===== src/rtl/serial_add_pkg.sv =====
// Shared definitions for the bit-serial adder sequencer: state encoding and legal WIDTH bounds.
package serial_add_pkg;

  localparam logic [1:0] ST_IDLE = 2'd0;
  localparam logic [1:0] ST_RUN  = 2'd1;
  localparam logic [1:0] ST_DONE = 2'd2;

  localparam int unsigned WIDTH_MIN = 2;
  localparam int unsigned WIDTH_MAX = 32;

  typedef enum logic [1:0] {
    StIdle = ST_IDLE,
    StRun  = ST_RUN,
    StDone = ST_DONE
  } state_e;

endpackage


===== src/rtl/fa_bit.sv =====
// Combinational single-bit full adder built from gate primitives.
module fa_bit (
  input  logic a,
  input  logic b,
  input  logic cin,
  output logic sum,
  output logic cout
);

  logic ab_x;
  logic ab_a;
  logic c_a;

  xor g_x0 (ab_x, a, b);
  xor g_x1 (sum, ab_x, cin);
  and g_a0 (ab_a, a, b);
  and g_a1 (c_a, ab_x, cin);
  or  g_o0 (cout, ab_a, c_a);

endmodule


===== src/rtl/serial_add_seq.sv =====
// Bit-serial adder: feeds one operand bit pair per cycle, LSB first, through a single fa_bit
// cell and presents a registered {cout, sum} with a one-cycle done pulse.
module serial_add_seq
  import serial_add_pkg::*;
#(
  parameter int unsigned WIDTH = 8
) (
  input  logic             clk,
  input  logic             rst,
  input  logic             start,
  input  logic [WIDTH-1:0] a,
  input  logic [WIDTH-1:0] b,
  input  logic             cin,
  output logic             busy,
  output logic             done,
  output logic [WIDTH-1:0] sum,
  output logic             cout
);

  localparam int unsigned CntW = $clog2(WIDTH);
  localparam logic [CntW-1:0] CntLast = CntW'(WIDTH - 1);

  state_e          state_q;
  logic [WIDTH-1:0] a_sr_q;
  logic [WIDTH-1:0] b_sr_q;
  logic [WIDTH-1:0] acc_q;
  logic [WIDTH-1:0] sum_q;
  logic            carry_q;
  logic            cout_q;
  logic [CntW-1:0] cnt_q;

  logic fa_sum;
  logic fa_cout;

  fa_bit u_fa_bit (
    .a    (a_sr_q[0]),
    .b    (b_sr_q[0]),
    .cin  (carry_q),
    .sum  (fa_sum),
    .cout (fa_cout)
  );

  always_ff @(posedge clk) begin
    if (rst) begin
      state_q <= StIdle;
      a_sr_q  <= '0;
      b_sr_q  <= '0;
      acc_q   <= '0;
      sum_q   <= '0;
      carry_q <= 1'b0;
      cout_q  <= 1'b0;
      cnt_q   <= '0;
    end else begin
      case (state_q)
        StIdle, StDone: begin
          if (start) begin
            state_q <= StRun;
            a_sr_q  <= a;
            b_sr_q  <= b;
            carry_q <= cin;
            acc_q   <= '0;
            cnt_q   <= '0;
          end else begin
            state_q <= StIdle;
          end
        end
        StRun: begin
          a_sr_q  <= {1'b0, a_sr_q[WIDTH-1:1]};
          b_sr_q  <= {1'b0, b_sr_q[WIDTH-1:1]};
          acc_q   <= {fa_sum, acc_q[WIDTH-1:1]};
          carry_q <= fa_cout;
          cnt_q   <= cnt_q + CntW'(1);
          // Last bit: result registers take the accumulator including this edge's sum bit.
          if (cnt_q == CntLast) begin
            state_q <= StDone;
            sum_q   <= {fa_sum, acc_q[WIDTH-1:1]};
            cout_q  <= fa_cout;
          end
        end
        default: state_q <= StIdle;
      endcase
    end
  end

  assign busy = (state_q == StRun);
  assign done = (state_q == StDone);
  assign sum  = sum_q;
  assign cout = cout_q;

endmodule


===== config.mk =====
export PLATFORM = sky130hd
export DESIGN_NAME = serial_add_seq
export DESIGN_NICKNAME = d
export VERILOG_FILES = /design/src/rtl/serial_add_pkg.sv /design/src/rtl/fa_bit.sv /design/src/rtl/serial_add_seq.sv
export SDC_FILE = /design/constraint.sdc
export NUM_CORES = 1
export LEC_CHECK = 0
export ABC_AREA = 1
export CAP_MARGIN = 20
export CORE_ASPECT_RATIO = 0.5
export CORE_MARGIN = 1.5
export CORE_UTILIZATION = 41
export DETAILED_ROUTE_END_ITERATION = 16
export PLACE_DENSITY = 0.75
export SYNTH_ARGS = -nofsm -noshare
export SYNTH_HDL_FRONTEND = slang
export SYNTH_HIERARCHICAL = 1
export SYNTH_SLANG_ARGS = --single-unit

===== constraint.sdc =====
create_clock -name clk -period 2.2 [get_ports clk]
set_clock_uncertainty 0.05 [all_clocks]
set_input_delay 0.22 -clock clk [delete_from_list [all_inputs] [get_ports clk]]
set_output_delay 0.22 -clock clk [all_outputs]
set_load 0.03 [all_outputs]

* Word-level counts from Yosys, hierarchy flattened
Index checks and enable logic that the tools add are counted.
** Operators by class
- Muxes and demuxes :: 13
- $add $sub $neg :: 1
- Bitwise operators :: 5
- Reduce and logical (&&, ||, !) cells :: 5
- Eq/ne operators :: 5
** Operator list (number)
- $pmux W8 S2 :: 3
- $mux W8 :: 3
- $pmux W3 S2 :: 1
- $pmux W2 S2 :: 1
- $reduce_and A2 Y1 :: 2
- $add A3 B1 Y3 const B :: 1
- $eq A3 B3 Y1 const B :: 1
- $mux W3 :: 1
- $and A1 B1 Y1 :: 2
- $eq A2 B1 Y1 const B :: 1
- $eq A2 B2 Y1 const B :: 1
- $logic_not A2 Y1 :: 1
- $mux W1 :: 2
- $mux W2 :: 1
- $ne A2 B1 Y1 const B :: 1
- $ne A2 B2 Y1 const B :: 1
- $pmux W1 S2 :: 1
- $reduce_bool A2 Y1 :: 1
- $reduce_or A2 Y1 :: 1
- $xor A1 B1 Y1 :: 2
- $or A1 B1 Y1 :: 1
** Word-level totals
- Input port bits :: 20
- Bits in registers :: 39
- Output and inout port bits :: 11
- Word-level logic and storage cells :: 37

* Longest topological paths before layout
- Word-level depth :: 4
- Mapped depth :: 7
- Mapped depth without buffers :: 6

* By module
Netlist, hierarchy kept.
** Modules (own cells, without submodules)
- serial_add_seq :: area an instance 1969.4 um2, instances 1, cells each 250, sequential area each 760.7 um2
- fa_bit :: area an instance 20.0 um2, instances 1, cells each 1, sequential area each 0.0 um2

* Least setup slack after synthesis
No wires, ideal clock.
- Path kind :: reg-to-output
- Start :: register state_q[1]
- End :: output port done
- Data arrival time :: 1.120 ns
- Buffers on the path :: 1
- Path slack :: 0.810 ns
- Cell stages (with the launch flop) :: 4
- Path through :: dfxtp_1 > inv_4 > buf_6 > nor2_1
** Between the ends
- Word-level cells in the longest chain between the ends :: 1
** Ends and longest elaborated chain
- start, declared :: RTL line serial_add_seq.sv:23 : state_e state_q;
- start signal, assigned :: RTL line serial_add_seq.sv:45 : state_q <= StIdle;
- start signal, assigned :: RTL line serial_add_seq.sv:57 : state_q <= StRun;
- start signal, assigned :: RTL line serial_add_seq.sv:64 : state_q <= StIdle;
- $eq A2 B2 Y1 :: RTL line serial_add_seq.sv:86 : assign done = (state_q == StDone);
- end, declared :: RTL line serial_add_seq.sv:15 : output logic done,
Every way passes these cells.

* Worst setup path after layout
Ends and elaborated chain as after synthesis.

==> results by group <==
Run status
  – Outcome: completed

Pwr
  – Switching share of power: between 20% and 30%
  – Cell-internal power: 1.29 mW
  – Clock network fraction of design power: 41.2%
  – Switch Pwr: 445 uW
  – Maximum vdd ir drop: 0.255 mV
  – Static leakage: 0.998 nW
  – Power density over the cells: 726 nW/um2
  – Reg power frac: between 40 and 50%
  – Comb pwr share: 15.9%

Finish
  – Post-route core utilization: 52.9%
  – Number of diodes: 0
  – Post-layout net count: 300
  – Synth-to-layout area growth: 20.4%
  – Layout cells sized above 1: 20.5%

Critical path
  – Worst Setup End Kind: primary output
  – Worst R2R Path Depth: 5
  – Slowest-stage cell, CP: sky130_fd_sc_hd__clkdlybuf4s50_1
  – Critical path class: flop to primary output
  – WP data arrival: 1.73 ns
  – Category of the worst setup path launch point: flop
  – Startpoint of the lowest-slack register-to-register path: state_q[0]$_SDFFE_PP0P_
  – Worst stage delay on the critical path: 0.67 ns
  – Cells along the critical path: inv_4 -> nor2_1 -> clkdlybuf4s50_1
  – Setup slack of the worst register-to-register path: 0.77 ns
  – Critical R2R Capture: sum[0]$_SDFFE_PP0P_
  – Peak fanout along the critical path: 17
  – Required time of the worst setup path: 1.93 ns

Floorplan
  – Boundary pin count: 31
  – Initial core utilization: 43.9%
  – Core area: approximately 4500 um2
  – X dimension of the die: 102 um
  – Row cnt: 17
  – Full die area: between 5000 and 6000 um2
  – Height of the chip: 52.3 um

Min path
  – Worst Hold Depth: 2
  – Hold Path Sink: sum[3]$_SDFFE_PP0P_
  – Origin of the worst min-delay path: sum[3]$_SDFFE_PP0P_
  – Worst hold path type: flop to flop

Timing
  – Fmax achieved: 0.500 GHz
  – Post-layout minimum cycle time: between 1.5 and 2 ns
  – RSZ-0062 raised after global routing: false
  – Final period utilization: 90.8%
  – Setup_tns: 0 ns
  – Relative slew slack: 66.5%
  – Final hold violation count: 0
  – Setup Viol. Count Final: 0
  – Slew at the pin closest to its max-slew limit: around 0.50 ns
  – Fin. max-slew vios: 0

Route
  – Via-to-Cell Ratio: ~4.7
  – 1st-iter DRT viols: 34
  – Detail Route Antenna Nets: 0
  – Routed WL: 3.97 mm
  – DRC errors left: 0
  – Number of detailed-route iterations in the first pass: 4
  – Total number of vias: 1,629
  – Routed wire length per instance: 11.5 um

Clock tree
  – Root buffer cell: sky130_fd_sc_hd__clkbuf_8
  – TritonCTS clock tree: yes
  – Max clock buf depth: 2
  – Number of post-CTS setup repair buffers: 0
  – Clock Sinks: 38
  – Clock insertion delay at the later pin of the skew report: 0.29 ns
  – Clock input transition at the sequential cells of the worst setup and hold paths: 0.08 ns
  – H-tree depth: 2
  – CTS Hold Bufs: 0
  – Total of cells resized after clock tree synthesis: 0
  – Clock buffers created by TritonCTS: 5

Synthesis
  – Number of storage elements in the synthesis netlist: 38
  – Post-synthesis cell type count: 28
  – Synthesized instance count: approximately 250
  – Mean Syn Cell Area: 7.93 um2
  – Combined area of all synthesized cells: 1990 um2
  – Ys Warns: 6
  – Post-synth net total: around 270
  – Post-synthesis sequential area ratio: between 30% and 40%

Flow run
  – Count of max-cap constraint violations: 0

Placed design
  – Count of port buffers added during placement: 30
  – Detailed placement HPWL: 2.61 mm
  – Final weighted congestion of routability-driven global placement: approximately 0.77

Global routing
  – First-pass GRT wire length: 6.43 mm
  – Global router's overall resource usage: around 16%
  – Vias in the first global route: 1,513
  – GRT overflow: 0
  – Largest net degree at the start of global routing: 44
  – Number of antenna violations at the first check in global routing: 0
registers in the layout, indices dropped and copies added, names as in the netlist:
name,count
a_sr_q,8
b_sr_q,8
sum,8
acc_q,7
cnt_q,3
state_q,2
carry_q,1
cout,1
cells by family (layout without fill, tap and decap cells):
family	after synthesis	in the layout	synth area share, %
AND/OR/NAND/NOR	147	147	40.3
buffers and inverters	48	75	13.6
flip-flops	38	38	38.2
AO/OA/AOI/OAI	15	15	5.66
adder cells (fa/ha/maj)	3	3	2.26
critical path, delay by kind of cell, from the launching register on:
family,cells,cell delay (ns)
AND/OR/NAND/NOR,1,0.12
flip-flops,1,0.47
buffers and inverters,2,0.84
cells in the mapped netlist:
| master | number | area (um2) |
|---|---|---|
| sky130_fd_sc_hd__a21oi_1 | 4 | 20.0 |
| sky130_fd_sc_hd__a21oi_2 | 10 | 87.6 |
| sky130_fd_sc_hd__buf_1 | 2 | 7.51 |
| sky130_fd_sc_hd__buf_12 | 1 | 20.0 |
| sky130_fd_sc_hd__buf_2 | 2 | 10.0 |
| sky130_fd_sc_hd__buf_4 | 2 | 15.0 |
| sky130_fd_sc_hd__buf_6 | 6 | 67.6 |
| sky130_fd_sc_hd__buf_8 | 1 | 15.0 |
| sky130_fd_sc_hd__clkinv_1 | 9 | 33.8 |
| sky130_fd_sc_hd__dfxtp_1 | 38 | 761 |
| sky130_fd_sc_hd__fa_1 | 1 | 20.0 |
| sky130_fd_sc_hd__ha_1 | 2 | 25.0 |
| sky130_fd_sc_hd__inv_1 | 21 | 78.8 |
| sky130_fd_sc_hd__inv_2 | 2 | 7.51 |
| sky130_fd_sc_hd__inv_4 | 1 | 6.26 |
| sky130_fd_sc_hd__inv_6 | 1 | 8.76 |
| sky130_fd_sc_hd__nand2_1 | 61 | 229 |
| sky130_fd_sc_hd__nand2_2 | 1 | 6.26 |
| sky130_fd_sc_hd__nand2_4 | 1 | 11.3 |
| sky130_fd_sc_hd__nand2_8 | 1 | 20.0 |
| sky130_fd_sc_hd__nand3_1 | 28 | 140 |
| sky130_fd_sc_hd__nand3_2 | 20 | 200 |
| sky130_fd_sc_hd__nand3b_1 | 3 | 22.5 |
| sky130_fd_sc_hd__nor2_1 | 10 | 37.5 |
| sky130_fd_sc_hd__nor2_2 | 7 | 43.8 |
| sky130_fd_sc_hd__nor2_8 | 1 | 20.0 |
| sky130_fd_sc_hd__nor3_1 | 14 | 70.1 |
| sky130_fd_sc_hd__o21ai_0 | 1 | 5.00 |
worst max path at each step:
| stage | from | end | slack (ns) |
|---|---|---|---|
| 2_1_floorplan | state_q[1]$_SDFFE_PP0P_ | done | 0.81 |
| 3_3_place_gp | state_q[1]$_SDFFE_PP0P_ | done | 0.52 |
| 3_5_place_dp | state_q[1]$_SDFFE_PP0P_ | done | 0.50 |
| 4_1_cts | state_q[1]$_SDFFE_PP0P_ | done | 0.18 |
| 5_1_grt | state_q[1]$_SDFFE_PP0P_ | done | 0.11 |
| 6_report | state_q[1]$_SDFFE_PP0P_ | done | 0.20 |
stage by stage:
step / power (mW) / cell area (um2) / hold WS, ns / setup WS (ns) / instances
finish: 1.74 / 2390 / 0.423 / 0.202 / 344
global route: 1.82 / 2390 / 0.451 / 0.115 / 344
CTS: 1.75 / 2390 / 0.427 / 0.182 / 344
detailed placement: 1.04 / 2260 / 0.413 / 0.499 / 336
global placement: 1.03 / 2260 / 0.404 / 0.520 / 336
floorplan: 0.983 / 1990 / 0.232 / 0.810 / 251
routing by layer:
| metal | track usage (%) | share of wire [%] | up-vias |
|---|---|---|---|
| li1 | - | - | 848 |
| met1 | 18.3 | 46 | 748 |
| met2 | 28.7 | 50 | 28 |
| met3 | 4.53 | 3.8 | 5 |
| met4 | 4.86 | 0.66 | 0 |
| met5 | 0 | 0 | - |
power by group through the flow:
stage	logic, mW	clock network (mW)	registers, mW
2_1_floorplan	0.228	0	0.755
3_3_place_gp	0.270	0	0.760
3_5_place_dp	0.275	0	0.761
4_1_cts	0.278	0.731	0.745
5_1_grt	0.308	0.763	0.749
6_report	0.277	0.716	0.745
layout make-up:
cell class / instances / area [um2]
sequential: 38 / 761
fill: 422 / 2140
clock buffer: 5 / 68.8
multi-input combinational: 165 / 958
timing repair buffer: 33 / 320
clock inverter: 3 / 68.8
inverter: 34 / 135
tap: 66 / 82.6
cells in the final DEF (no fill, tap or decap), types with 3 or more instances in the layout:
master                            synthesis  routed
sky130_fd_sc_hd__nand2_1                 61      61
sky130_fd_sc_hd__nor2_1                  10      10
sky130_fd_sc_hd__clkbuf_8                 0       5
sky130_fd_sc_hd__nand3b_1                 3       3
sky130_fd_sc_hd__nor3_1                  14      14
sky130_fd_sc_hd__inv_1                   21      21
sky130_fd_sc_hd__nor2_2                   7       7
sky130_fd_sc_hd__clkdlybuf4s50_1          0      29
sky130_fd_sc_hd__dfxtp_1                 38      38
sky130_fd_sc_hd__a21oi_1                  4       4
sky130_fd_sc_hd__nand3_2                 20      20
sky130_fd_sc_hd__a21oi_2                 10      10
sky130_fd_sc_hd__nand3_1                 28      28
sky130_fd_sc_hd__clkinv_1                 9       9
sky130_fd_sc_hd__buf_4                    2       4
(Power assumes the default switching activity.)
